===== config.mk =====
export PLATFORM = sky130hd
export DESIGN_NAME = jtdsp16_rom_arb_flat
export DESIGN_NICKNAME = d
export VERILOG_FILES = /design/src/rtl/jtdsp16_pkg.sv /design/src/rtl/jtdsp16_rom_arb_if.sv /design/src/rtl/jtdsp16_rom_buf.sv /design/src/rtl/jtdsp16_rom_arb.sv /design/src/flat_wrapper.sv
export SDC_FILE = /design/constraint.sdc
export NUM_CORES = 1
export LEC_CHECK = 0
export ABC_AREA = 1
export CORE_MARGIN = 5
export CORE_UTILIZATION = 40
export CTS_BUF_LIST = sky130_fd_sc_hd__clkbuf_8
export CTS_CLUSTER_DIAMETER = 150
export CTS_CLUSTER_SIZE = 16
export DETAILED_ROUTE_END_ITERATION = 12
export PLACE_DENSITY_LB_ADDON = 0.25
export SYNTH_ARGS = -nofsm -noshare
export SYNTH_HDL_FRONTEND = slang
export SYNTH_SLANG_ARGS = --single-unit

===== constraint.sdc =====
create_clock -name clk -period 3 [get_ports clk]
set_input_delay 0.6 -clock clk [delete_from_list [all_inputs] [get_ports clk]]
set_output_delay 0.6 -clock clk [all_outputs]
set_load 0.02 [all_outputs]

===== src/rtl/jtdsp16_pkg.sv =====
// jtdsp16_pkg
// Shared definitions for the program ROM arbiter: default bus widths,
// the arbiter state encoding and the handshake wait count.
package jtdsp16_pkg;

  localparam int AW_DEF = 16;  // default ROM address width
  localparam int DW_DEF = 16;  // default ROM data width

  // Arbiter FSM states
  typedef enum logic [1:0] {
    ST_IDLE   = 2'd0,  // no request outstanding
    ST_RD_INS = 2'd1,  // instruction read outstanding
    ST_RD_TBL = 2'd2,  // table read outstanding
    ST_GAP    = 2'd3   // one cycle with rom_cs low after acceptance
  } arb_state_t;

  // rom_ok is ignored in the issue cycle and the one after it. The wait
  // counter saturates at this value, and only then is rom_ok honoured.
  localparam logic [1:0] WAIT_ACC = 2'd2;

endpackage


===== src/rtl/jtdsp16_rom_arb_if.sv =====
// jtdsp16_rom_arb_if
// External program ROM port (SDRAM-style request/valid handshake).
//   rom_addr : ROM address, held stable while rom_cs is high
//   rom_cs   : chip select / request
//   rom_data : read data from the ROM
//   rom_ok   : read data valid
// master = arbiter side, slave = ROM / memory controller side.
interface jtdsp16_rom_arb_if
  import jtdsp16_pkg::*;
#(
  parameter int AW = AW_DEF,
  parameter int DW = DW_DEF
);
  logic [AW-1:0] rom_addr;
  logic          rom_cs;
  logic [DW-1:0] rom_data;
  logic          rom_ok;

  modport master (output rom_addr, output rom_cs, input rom_data, input rom_ok);
  modport slave  (input rom_addr, input rom_cs, output rom_data, output rom_ok);
endinterface


===== src/rtl/jtdsp16_rom_buf.sv =====
// jtdsp16_rom_buf
// One-entry instruction buffer: tag, data and valid bit plus hit compare.
//   clk, rst     : clock, asynchronous active-high reset
//   i_fill       : load the entry (instruction read accepted)
//   i_fill_addr  : tag to store (address that was read)
//   i_fill_data  : instruction word to store
//   i_fetch_addr : current fetch address to compare against the tag
//   o_hit        : entry valid and tag matches i_fetch_addr
//   o_data       : stored instruction word
module jtdsp16_rom_buf
  import jtdsp16_pkg::*;
#(
  parameter int AW       = AW_DEF,
  parameter int DW       = DW_DEF,
  parameter int CACHE_EN = 1
)(
  input  logic          clk,
  input  logic          rst,
  input  logic          i_fill,
  input  logic [AW-1:0] i_fill_addr,
  input  logic [DW-1:0] i_fill_data,
  input  logic [AW-1:0] i_fetch_addr,
  output logic          o_hit,
  output logic [DW-1:0] o_data
);

  logic [AW-1:0] r_tag;
  logic [DW-1:0] r_data;
  logic          r_valid;
  logic          w_drop;

  generate
    if (CACHE_EN != 0) begin : g_cache
      assign w_drop = 1'b0;
    end else begin : g_nocache
      // Without the cache, any movement of fetch_addr invalidates the
      // entry so the next fetch always goes to the ROM; a steady address
      // keeps being served from the registered word.
      logic [AW-1:0] r_last_addr;
      always_ff @(posedge clk or posedge rst) begin
        if (rst) r_last_addr <= '0;
        else     r_last_addr <= i_fetch_addr;
      end
      assign w_drop = (i_fetch_addr != r_last_addr);
    end
  endgenerate

  always_ff @(posedge clk or posedge rst) begin
    if (rst) begin
      r_tag   <= '0;
      r_data  <= '0;
      r_valid <= 1'b0;
    end else if (i_fill) begin
      r_tag   <= i_fill_addr;
      r_data  <= i_fill_data;
      r_valid <= 1'b1;
    end else if (w_drop) begin
      r_valid <= 1'b0;
    end
  end

  assign o_hit  = r_valid && (r_tag == i_fetch_addr);
  assign o_data = r_data;

endmodule


===== src/rtl/jtdsp16_rom_arb.sv =====
// jtdsp16_rom_arb
// Arbitrates the single program ROM port between instruction fetch and
// table reads, runs the variable-latency ROM handshake and drives stall.
//   clk, rst     : clock, asynchronous active-high reset
//   i_cen        : core clock enable (table request latch / tbl_ok consume)
//   i_fetch_addr : instruction address        o_ins_data/o_ins_ok : result
//   i_tbl_req    : table read request (on cen) i_tbl_addr : table address
//   o_tbl_data   : table read result          o_tbl_ok : result valid
//   o_stall      : core must hold its state
//   rom          : ROM port (master side)
module jtdsp16_rom_arb
  import jtdsp16_pkg::*;
#(
  parameter int AW       = AW_DEF,
  parameter int DW       = DW_DEF,
  parameter int CACHE_EN = 1
)(
  input  logic              clk,
  input  logic              rst,
  input  logic              i_cen,
  input  logic [AW-1:0]     i_fetch_addr,
  output logic [DW-1:0]     o_ins_data,
  output logic              o_ins_ok,
  input  logic              i_tbl_req,
  input  logic [AW-1:0]     i_tbl_addr,
  output logic [DW-1:0]     o_tbl_data,
  output logic              o_tbl_ok,
  output logic              o_stall,
  jtdsp16_rom_arb_if.master rom
);

  arb_state_t    r_state, w_state_next;
  logic          r_rom_cs;
  logic [AW-1:0] r_rom_addr;
  logic [1:0]    r_wait;

  logic          r_tbl_pend;   // table read requested, not yet consumed
  logic          r_tbl_done;   // table data captured, waiting for cen
  logic [AW-1:0] r_tbl_addr;
  logic [DW-1:0] r_tbl_data;

  logic          w_hit;
  logic [DW-1:0] w_buf_data;
  logic          w_tbl_new, w_tbl_want;
  logic [AW-1:0] w_tbl_addr;
  logic          w_busy, w_accept, w_fill;
  logic          w_issue_tbl, w_issue_ins;

  // A request arriving on this cen cycle is visible to the issue logic
  // straight away, so it still beats a simultaneous fetch miss.
  assign w_tbl_new  = i_cen && i_tbl_req && !r_tbl_pend;
  assign w_tbl_want = (r_tbl_pend && !r_tbl_done) || w_tbl_new;
  assign w_tbl_addr = r_tbl_pend ? r_tbl_addr : i_tbl_addr;

  assign w_busy   = (r_state == ST_RD_INS) || (r_state == ST_RD_TBL);
  assign w_accept = w_busy && (r_wait == WAIT_ACC) && rom.rom_ok;
  assign w_fill   = w_accept && (r_state == ST_RD_INS);

  jtdsp16_rom_buf #(
    .AW       (AW),
    .DW       (DW),
    .CACHE_EN (CACHE_EN)
  ) u_buf (
    .clk          (clk),
    .rst          (rst),
    .i_fill       (w_fill),
    .i_fill_addr  (r_rom_addr),
    .i_fill_data  (rom.rom_data),
    .i_fetch_addr (i_fetch_addr),
    .o_hit        (w_hit),
    .o_data       (w_buf_data)
  );

  // GAP makes the same issue decision as IDLE: its cycle is the single
  // rom_cs-low cycle, so a waiting request goes out right after it and
  // rom_cs is never low for more than one cycle between transfers.
  always_comb begin
    w_state_next = r_state;
    w_issue_tbl  = 1'b0;
    w_issue_ins  = 1'b0;
    case (r_state)
      ST_IDLE, ST_GAP: begin
        if (w_tbl_want) begin
          w_state_next = ST_RD_TBL;
          w_issue_tbl  = 1'b1;
        end else if (!w_hit) begin
          w_state_next = ST_RD_INS;
          w_issue_ins  = 1'b1;
        end else begin
          w_state_next = ST_IDLE;
        end
      end
      ST_RD_INS, ST_RD_TBL: begin
        if (w_accept) w_state_next = ST_GAP;
      end
      default: w_state_next = ST_IDLE;
    endcase
  end

  always_ff @(posedge clk or posedge rst) begin
    if (rst) begin
      r_state    <= ST_IDLE;
      r_rom_cs   <= 1'b0;
      r_rom_addr <= '0;
      r_wait     <= '0;
    end else begin
      r_state <= w_state_next;
      if (w_issue_tbl || w_issue_ins) begin
        r_rom_cs   <= 1'b1;
        r_rom_addr <= w_issue_tbl ? w_tbl_addr : i_fetch_addr;
        r_wait     <= '0;
      end else begin
        if (w_accept) r_rom_cs <= 1'b0;
        if (w_busy && (r_wait != WAIT_ACC)) r_wait <= r_wait + 2'd1;
      end
    end
  end

  // Table path: latch on cen, capture on acceptance, hand over on the
  // first cen after capture. A done flag only exists while pending, so
  // capture and hand-over can never target the same edge.
  always_ff @(posedge clk or posedge rst) begin
    if (rst) begin
      r_tbl_pend <= 1'b0;
      r_tbl_done <= 1'b0;
      r_tbl_addr <= '0;
      r_tbl_data <= '0;
    end else begin
      if (w_accept && (r_state == ST_RD_TBL)) begin
        r_tbl_data <= rom.rom_data;
        r_tbl_done <= 1'b1;
      end
      if (i_cen) begin
        if (r_tbl_pend && r_tbl_done) begin
          r_tbl_pend <= 1'b0;
          r_tbl_done <= 1'b0;
        end else if (!r_tbl_pend && i_tbl_req) begin
          r_tbl_pend <= 1'b1;
          r_tbl_addr <= i_tbl_addr;
        end
      end
    end
  end

  assign rom.rom_cs   = r_rom_cs;
  assign rom.rom_addr = r_rom_addr;

  assign o_ins_ok   = w_hit;
  assign o_ins_data = w_buf_data;
  assign o_tbl_ok   = r_tbl_pend && r_tbl_done;
  assign o_tbl_data = r_tbl_data;
  assign o_stall    = !w_hit || r_tbl_pend;

endmodule

===== src/flat_wrapper.sv =====
// flat-port wrapper written by rule: the top's interface ports become plain ports
module jtdsp16_rom_arb_flat import jtdsp16_pkg::*;
#(
  parameter int AW       = AW_DEF,
  parameter int DW       = DW_DEF,
  parameter int CACHE_EN = 1
)
  (clk, rst, i_cen, i_fetch_addr, o_ins_data, o_ins_ok, i_tbl_req, i_tbl_addr, o_tbl_data, o_tbl_ok, o_stall, rom_rom_addr, rom_rom_cs, rom_rom_data, rom_rom_ok);
  jtdsp16_rom_arb_if #(.AW(AW), .DW(DW)) rom_i ();
  input  logic clk;
  input  logic rst;
  input  logic i_cen;
  input  logic [AW-1:0] i_fetch_addr;
  output logic [DW-1:0] o_ins_data;
  output logic o_ins_ok;
  input  logic i_tbl_req;
  input  logic [AW-1:0] i_tbl_addr;
  output logic [DW-1:0] o_tbl_data;
  output logic o_tbl_ok;
  output logic o_stall;
  output wire logic [$bits(rom_i.rom_addr)-1:0] rom_rom_addr;
  output wire logic [$bits(rom_i.rom_cs)-1:0] rom_rom_cs;
  input wire logic [$bits(rom_i.rom_data)-1:0] rom_rom_data;
  input wire logic [$bits(rom_i.rom_ok)-1:0] rom_rom_ok;
  assign rom_rom_addr = rom_i.rom_addr;
  assign rom_rom_cs = rom_i.rom_cs;
  assign rom_i.rom_data = rom_rom_data;
  assign rom_i.rom_ok = rom_rom_ok;
  jtdsp16_rom_arb #(.AW(AW), .DW(DW), .CACHE_EN(CACHE_EN)) u_core (.clk(clk), .rst(rst), .i_cen(i_cen), .i_fetch_addr(i_fetch_addr), .o_ins_data(o_ins_data), .o_ins_ok(o_ins_ok), .i_tbl_req(i_tbl_req), .i_tbl_addr(i_tbl_addr), .o_tbl_data(o_tbl_data), .o_tbl_ok(o_tbl_ok), .o_stall(o_stall), .rom(rom_i));
endmodule

==> results of run 1 <==
## layout by cell type (no fill, tap or decap), types with 10 or more instances in the layout
cell type | Yosys | layout
dfrtp_1 | 88 | 88
clkbuf_8 | 0 | 10
a21oi_1 | 12 | 12
o21ai_0 | 74 | 74
clkdlybuf4s50_1 | 0 | 102
nand3_1 | 21 | 21
inv_1 | 69 | 68
buf_4 | 2 | 10
nor2_1 | 30 | 30
nand2_1 | 168 | 168
## stage by stage
stage	TNS, ps	power [mW]	area (sq um)
finish	0	5.67	5540
global route	0	6.16	5540
CTS	0	5.75	5540
detailed placement	-74.7	4.96	5360
floorplan	0	3.86	4180
global placement	-17.6	4.88	5360
## per-layer routing
metal	vias up	share of wire, %	GRT usage, %	wire length (microns)
li1	1837	-	-	-
met1	1731	41	20.6	4360
met2	102	48	29.2	5130
met3	17	8.7	7.17	923
met4	0	1.8	5.05	193
met5	-	0	0	0
## synth_stat cells, drive strengths merged
| cell type | number |
|---|---|
| nand2 | 171 |
| dfrtp | 88 |
| o21ai | 78 |
| inv | 70 |
| nor2 | 35 |
| nand3 | 22 |
| a21oi | 13 |
| clkbuf | 13 |
| buf | 10 |
| mux2 | 5 |
| ha | 3 |
| nand4 | 3 |
| xnor2 | 3 |
| and3 | 2 |
| nor3 | 2 |
| a22oi | 1 |
| a31oi | 1 |
| nor3b | 1 |
| o211ai | 1 |
| or2 | 1 |
| xor2 | 1 |
## worst max-delay path by stage
stage                      from                    to  cells past startpoint
5_1_grt        i_fetch_addr[11]              o_ins_ok                      9
6_report       i_fetch_addr[15]              o_ins_ok                      9
3_5_place_dp    i_fetch_addr[3]              o_ins_ok                      9
4_1_cts         i_fetch_addr[3]               o_stall                      9
2_1_floorplan               rst  u_core.o_tbl_data[0]                      1
3_3_place_gp    i_fetch_addr[9]              o_ins_ok                      9
## flip-flops by register name, summed over array words and instances (netlist names)
register and cells:
u_core.u_buf.r_tag 16, u_core.r_state 2, u_core.rom.rom_addr 16, u_core.rom.rom_cs 1
u_core.o_tbl_data 16, u_core.r_tbl_pend 1, u_core.r_tbl_addr 16, u_core.r_wait 2
u_core.r_tbl_done 1, u_core.u_buf.r_valid 1, u_core.u_buf.o_data 16
## power by group through the flow
stage / logic [mW] / clock network [mW] / registers (mW)
4_1_cts: 2.89 / 0.797 / 2.06
3_5_place_dp: 2.88 / 0 / 2.08
3_3_place_gp: 2.83 / 0 / 2.05
5_1_grt: 3.18 / 0.850 / 2.13
2_1_floorplan: 1.49 / 0 / 2.38
6_report: 2.85 / 0.767 / 2.06
## final cells by class
class | count | area (sq um)
clock buffer | 10 | 138
timing repair buffer | 115 | 1140
tap | 136 | 170
sequential | 88 | 2200
multi-input combinational | 343 | 1580
fill | 1002 | 4740
clock inverter | 6 | 43.8
inverter | 70 | 264
## timing repair
item / in CTS / in global routing
resized for setup: 1 / 1
endpoints found under the setup margin: 1 / 1
hold buffers: 0 / 0
## logic make-up (layout without fill, tap and decap cells)
kind of cell / after synthesis / in the layout / synth area share, %
buffers and inverters: 93 / 201 / 9.38
AND/OR/NAND/NOR: 237 / 237 / 23.3
flip-flops: 88 / 88 / 52.7
AO/OA/AOI/OAI: 94 / 94 / 11.5
XOR/XNOR: 4 / 4 / 0.839
multiplexers: 5 / 5 / 1.35
adder cells (fa/ha/maj): 3 / 3 / 0.899
## critical path, stage by stage
cell and delay [ps]:
clkdlybuf4s50_1 500, inv_1 70, nand2_1 80, nand2_1 60
nor2_1 100, nand4_1 90, nor3_1 190, and3_1 200
dlygate4sd2_1 340
==> summary.txt, run 1 <==
Power and ir drop
  • Worst vdd ir: 0.572 mV
  • Power Internal: 3.23 mW
  • PwrDens: about 1000 nW/um^2
  • Cell leakage power: 2.81 nW
  • NetSw: 2.44 mW
  • Clock power frac: 13.5%
  • Switching share of power: 43.1%
  • Comb pwr share: about half
  • Seq pwr share: a little over a third

Route
  • Initial drt markers: between 150 and 200
  • Final antenna-violating net count: 0
  • Via density: 4.80
  • Final WL: 10600 microns
  • DRT Pass-1 Iters: 5
  • Vias: approximately 3700
  • DRC: 0
  • Wire per inst: 13.8 microns

Yosys
  • Synth area leader: dfrtp_1
  • Average size of a mapped cell: between 7 and 8 sq um
  • Seq/Total Area, Yosys: a little over half
  • Top-area cell type share of the netlist area: approximately 53%
  • Cell count after synthesis: 524
  • Distinct cells, synth: 31
  • Mapped cell area: 4180 sq um
  • Post-Syn Nets: 580
  • FF+latch count, synth: 88
  • Yosys warns: 0
  • Area contributors post-synth: dfrtp_1, nand2_1, o21ai_0, inv_1, nor2_1

Outcome
  • Status: completed

Layout
  • Share of cells above drive strength 1: 6.65%
  • # nets final: around 680
  • Layout area overhead: 32.6%
  • Final design utilization: 53.9%
  • Post-route insts no fill: 768
  • Diode count: 0

Floorplan
  • Die W: 112 microns
  • Starting Density: 40.6%
  • Vert. Die Dim: 112 microns
  • Row count: 37
  • IO Pins: 105
  • Core area: 10300 sq um
  • Die area: 12600 sq um

Clock tree
  • CTS tree: yes
  • Worst-path clk slew: 80 ps
  • Total CTS buffers: 9
  • H-Tree Depth: 3
  • TritonCTS Sinks: 88
  • CTS max path bufs: 2
  • Clock root buffer: clkbuf_8
  • Clk_lat worst skew: 360 ps
  • Setup Fix Bufs, Post-CTS: 0

STA
  • Achievable Freq: 357 MHz
  • Fin crit period: between 2000 and 3000 ps
  • Pins Over Slew Limit: 0
  • Slew margin rel.: between 50% and 60%
  • Final Hold Slack: 491 ps
  • Final Cycle Share: between 90% and 100%
  • Final Hold Viols: 0
  • Finish-stage setup viols: 0
  • RSZ-0062 raised after global routing: no
  • Worst-margin pin slew: 734 ps
  • Setup Skew: about 15 ps
  • Fin worst setup slack: 197 ps

Worst hold path
  • Worst hold start: u_core.u_buf.o_data[1]
  • Worst hold stages: 2
  • Worst hold path class: reg2reg
  • Hold EP: u_core.u_buf.o_data[1]

Global route
  • Number of global-route vias before repair: roughly 3800
  • Total global routing overflow: 0
  • Initial antenna violation count: 0
  • First-pass GRT wire length: between 15000 and 20000 microns
  • GRT Util Overall: 17.4%
  • Largest net degree at the start of global routing: 43

Setup path
  • Worst Path Arrival: 2200 ps
  • R2R Setup Slk: just under 800 ps
  • Required @ worst endpoint: 2400 ps
  • Startpoint types: input pin
  • FF-to-FF Start: u_core.r_state[0]
  • R2R cell count: 9
  • Max FO, Critical Path: 2
  • RR Endpoint: u_core.u_buf.o_data[13]
  • Setup CP Type: in2out
  • Crit. End Element: output port

Place
  • GPL Wtd Cong: 0.845
  • Cells after DPL: 752
  • PortBufs: 104
  • HPWL after DPL: 7910 microns
  • Pre-CTS setup slack: -74.7 ps

Run
  • Max Cap Violations: 0
No activity file was read; power rests on OpenSTA's default activity.
==> run 2, diff against run 1 <==
--- a/config.mk
+++ b/config.mk
@@ -13,6 +13,7 @@
 export CTS_CLUSTER_SIZE = 16
 export DETAILED_ROUTE_END_ITERATION = 12
 export PLACE_DENSITY_LB_ADDON = 0.25
+export SLEW_MARGIN = 10
 export SYNTH_ARGS = -nofsm -noshare
 export SYNTH_HDL_FRONTEND = slang
 export SYNTH_SLANG_ARGS = --single-unit
==> results of run 2 <==
Final layout, timing and power as in run 1 (identical DEF).
==> run 3, diff against run 2 <==
--- a/config.mk
+++ b/config.mk
@@ -8,7 +8,6 @@
 export ABC_AREA = 1
 export CORE_MARGIN = 5
 export CORE_UTILIZATION = 40
-export CTS_BUF_LIST = sky130_fd_sc_hd__clkbuf_8
 export CTS_CLUSTER_DIAMETER = 150
 export CTS_CLUSTER_SIZE = 16
 export DETAILED_ROUTE_END_ITERATION = 12
==> constraint.sdc (replaced) <==
create_clock -name clk -period 2.43 [get_ports clk]
set_input_delay 0.486 -clock clk [delete_from_list [all_inputs] [get_ports clk]]
set_output_delay 0.486 -clock clk [all_outputs]
set_load 0.02 [all_outputs]
==> summary.txt, run 3 (synthesis results as in run 1) <==
Outcome
  • Status: completed (unchanged)

Global route
  • Initial antenna violation count: 0 (unchanged)
  • First-pass GRT wire length: 18200 microns (was 17900 microns)
  • Total global routing overflow: 0 (unchanged)
  • GRT Util Overall: 17.9% (was 17.4%)
  • Largest net degree at the start of global routing: 89 (was 43)
  • Number of global-route vias before repair: 3884 (was 3782)

Power and ir drop
  • Cell leakage power: 2.95 nW (was 2.81 nW)
  • Worst vdd ir: 0.635 mV (was 0.572 mV)
  • Switching share of power: 42.3% (was 43.1%)
  • Clock power frac: 14.5% (was 13.5%)
  • PwrDens: 1270 nW/um^2 (was 1020 nW/um^2)
  • Comb pwr share: 50.5% (was 50.2%)
  • NetSw: 3.08 mW (was 2.44 mW)
  • Seq pwr share: 35.0% (was 36.2%)
  • Power Internal: 4.21 mW (was 3.23 mW)

Floorplan
  • Die area: 12600 sq um (unchanged)
  • Row count: 37 (unchanged)
  • Starting Density: 40.6% (unchanged)
  • Die W: 112 microns (unchanged)
  • Core area: 10300 sq um (unchanged)
  • IO Pins: 105 (unchanged)
  • Vert. Die Dim: 112 microns (unchanged)

Setup path
  • RR Endpoint: u_core.u_buf.o_data[13] (unchanged)
  • Startpoint types: input pin (unchanged)
  • Max FO, Critical Path: 2 (unchanged)
  • FF-to-FF Start: u_core.r_state[0] (unchanged)
  • R2R Setup Slk: 220 ps (was 780 ps)
  • Required @ worst endpoint: 1940 ps (was 2400 ps)
  • R2R cell count: 9 (unchanged)
  • Worst Path Arrival: 1830 ps (was 2200 ps)
  • Setup CP Type: in2out (unchanged)
  • Crit. End Element: output port (unchanged)

Layout
  • Diode count: 0 (unchanged)
  • Most frequent cells in the layout: nand2_1, clkdlybuf4s50_1, dfrtp_1 (unchanged)
  • Share of cells above drive strength 1: 10.6% (was 6.65%)
  • Most common cell after layout, fill and taps aside: nand2_1 (unchanged)
  • Post-layout instance area: 5720 sq um (was 5540 sq um)
  • Layout area overhead: 37.0% (was 32.6%)
  • # nets final: 700 (was 683)
  • Filler cells: 997 (was 1002)
  • Post-route insts no fill: 785 (was 768)

STA
  • Fin crit period: 2310 ps
  • Achievable Freq: 432 MHz
  • Worst-margin pin slew: 508 ps (was 734 ps)
  • Final Hold Viols: 0 (unchanged)
  • Slew margin rel.: 66.0% (was 51.0%)
  • Finish-stage setup viols: 0 (unchanged)
  • Setup TNS: 0 ps (unchanged)
  • Final Cycle Share: 95.2%
  • RSZ-0062 raised after global routing: no (unchanged)
  • Pins Over Slew Limit: 0 (unchanged)
  • Setup Skew: 13.8 ps (was 14.6 ps)

Clock tree
  • TritonCTS Sinks: 88 (unchanged)
  • Hold-fix buffers at CTS: 0 (unchanged)
  • Clk_lat worst skew: 370 ps (was 360 ps)
  • CTS max path bufs: 2 (unchanged)
  • Clock root buffer: clkbuf_8 (unchanged)
  • CTS tree: yes (unchanged)
  • Worst-path clk slew: 80 ps (about the same)
  • Total CTS buffers: 9 (unchanged)
  • H-Tree Depth: 3 (unchanged)

Worst hold path
  • Worst hold stages: 2 (unchanged)
  • Worst hold start: u_core.u_buf.o_data[0] (was u_core.u_buf.o_data[1])
  • Worst hold path class: reg2reg (unchanged)
  • Hold EP: u_core.u_buf.o_data[0] (was u_core.u_buf.o_data[1])

Run
  • Max Cap Violations: 0 (unchanged)

Route
  • Final WL: 11000 microns (was 10600 microns)
  • Vias: 3722 (was 3687)
  • Initial drt markers: 138 (was 179)
  • Via density: 4.74 (was 4.80)
  • DRT Pass-1 Iters: 4 (was 5)
  • Final antenna-violating net count: 0 (unchanged)
  • DRC: 0 (unchanged)
  • Wire per inst: 14.0 microns (was 13.8 microns)

Place
  • Area after DPL: 5480 sq um (was 5360 sq um)
  • GPL Wtd Cong: 0.852 (was 0.845)
  • HPWL after DPL: 7930 microns (was 7910 microns)
  • PortBufs: 104 (unchanged)
  • Cells after DPL: 768 (was 752)
==> run 3: changes by cell type in the layout (fill, tap and decap cells not counted), moves of 2 or more <==
cell and delta:
inv_2 +2, dlymetal6s2s_1 +5, clkdlybuf4s50_1 -6, inv_1 -2
buf_4 +17, nand2_2 +3, nand2_1 -3
==> run 3: final cells by class <==
type	instances	area, sq um	share of cell area (%)
tap	136	170	2.97
clock inverter	6	66.3	1.16
inverter	70	267	4.66
clock buffer	10	138	2.41
sequential	88	2200	38.5
multi-input combinational	343	1600	28.0
timing repair buffer	132	1270	22.3
==> run 3: repair_timing <==
action / CTS / global route
setup endpoints to repair: 2 / 2
buffers inserted: 0 / 1
pin swaps: 0 / 5
gates resized for setup: 9 / 15
==> run 3: metrics by stage <==
stage          total power, mW  hold WS (ps)  utilization (%)  setup WS [ps]
4_1_cts                   7.35           496             55.2           81.7
6_report                  7.29           488             55.7            116
3_5_place_dp              6.27           472             53.3           -389
3_3_place_gp              6.15           465             53.3           -358
2_1_floorplan             4.77           448                -            712
5_1_grt                   7.88           515             55.7           12.1
==> run 3: worst max-delay path: stages <==
cell and delay (ps):
clkdlybuf4s50_1 500, nor2_1 70, nor3_1 230, nand2_1 100, nor2_2 100, and3_1 170
buf_2 170
==> run 3: per-layer routing <==
layer,up-vias,wire length [microns],global-route usage (%)
li1,1869,-,-
met1,1757,4790,21.1
met2,84,5200,29.9
met3,12,874,7.44
met4,0,159,5.37
met5,-,0,0
==> run 3: power groups by stage <==
stage / clock network, mW / logic [mW] / registers [mW]
2_1_floorplan: 0 / 1.84 / 2.93
3_3_place_gp: 0 / 3.61 / 2.53
3_5_place_dp: 0 / 3.71 / 2.56
4_1_cts: 1.08 / 3.73 / 2.55
5_1_grt: 1.15 / 4.10 / 2.63
6_report: 1.05 / 3.68 / 2.55
==> run 3: how the worst max path moves through the flow <==
stage,start,endpoint,slack [ps],cells after the start
6_report,i_fetch_addr[6],o_ins_ok,120,7
2_1_floorplan,i_fetch_addr[15],o_ins_ok,710,7
5_1_grt,u_core.r_state[0],u_core.u_buf.o_data[6],10,9
3_3_place_gp,i_fetch_addr[9],o_ins_ok,-360,9
3_5_place_dp,i_fetch_addr[3],o_ins_ok,-390,9
4_1_cts,i_fetch_addr[9],o_ins_ok,80,9
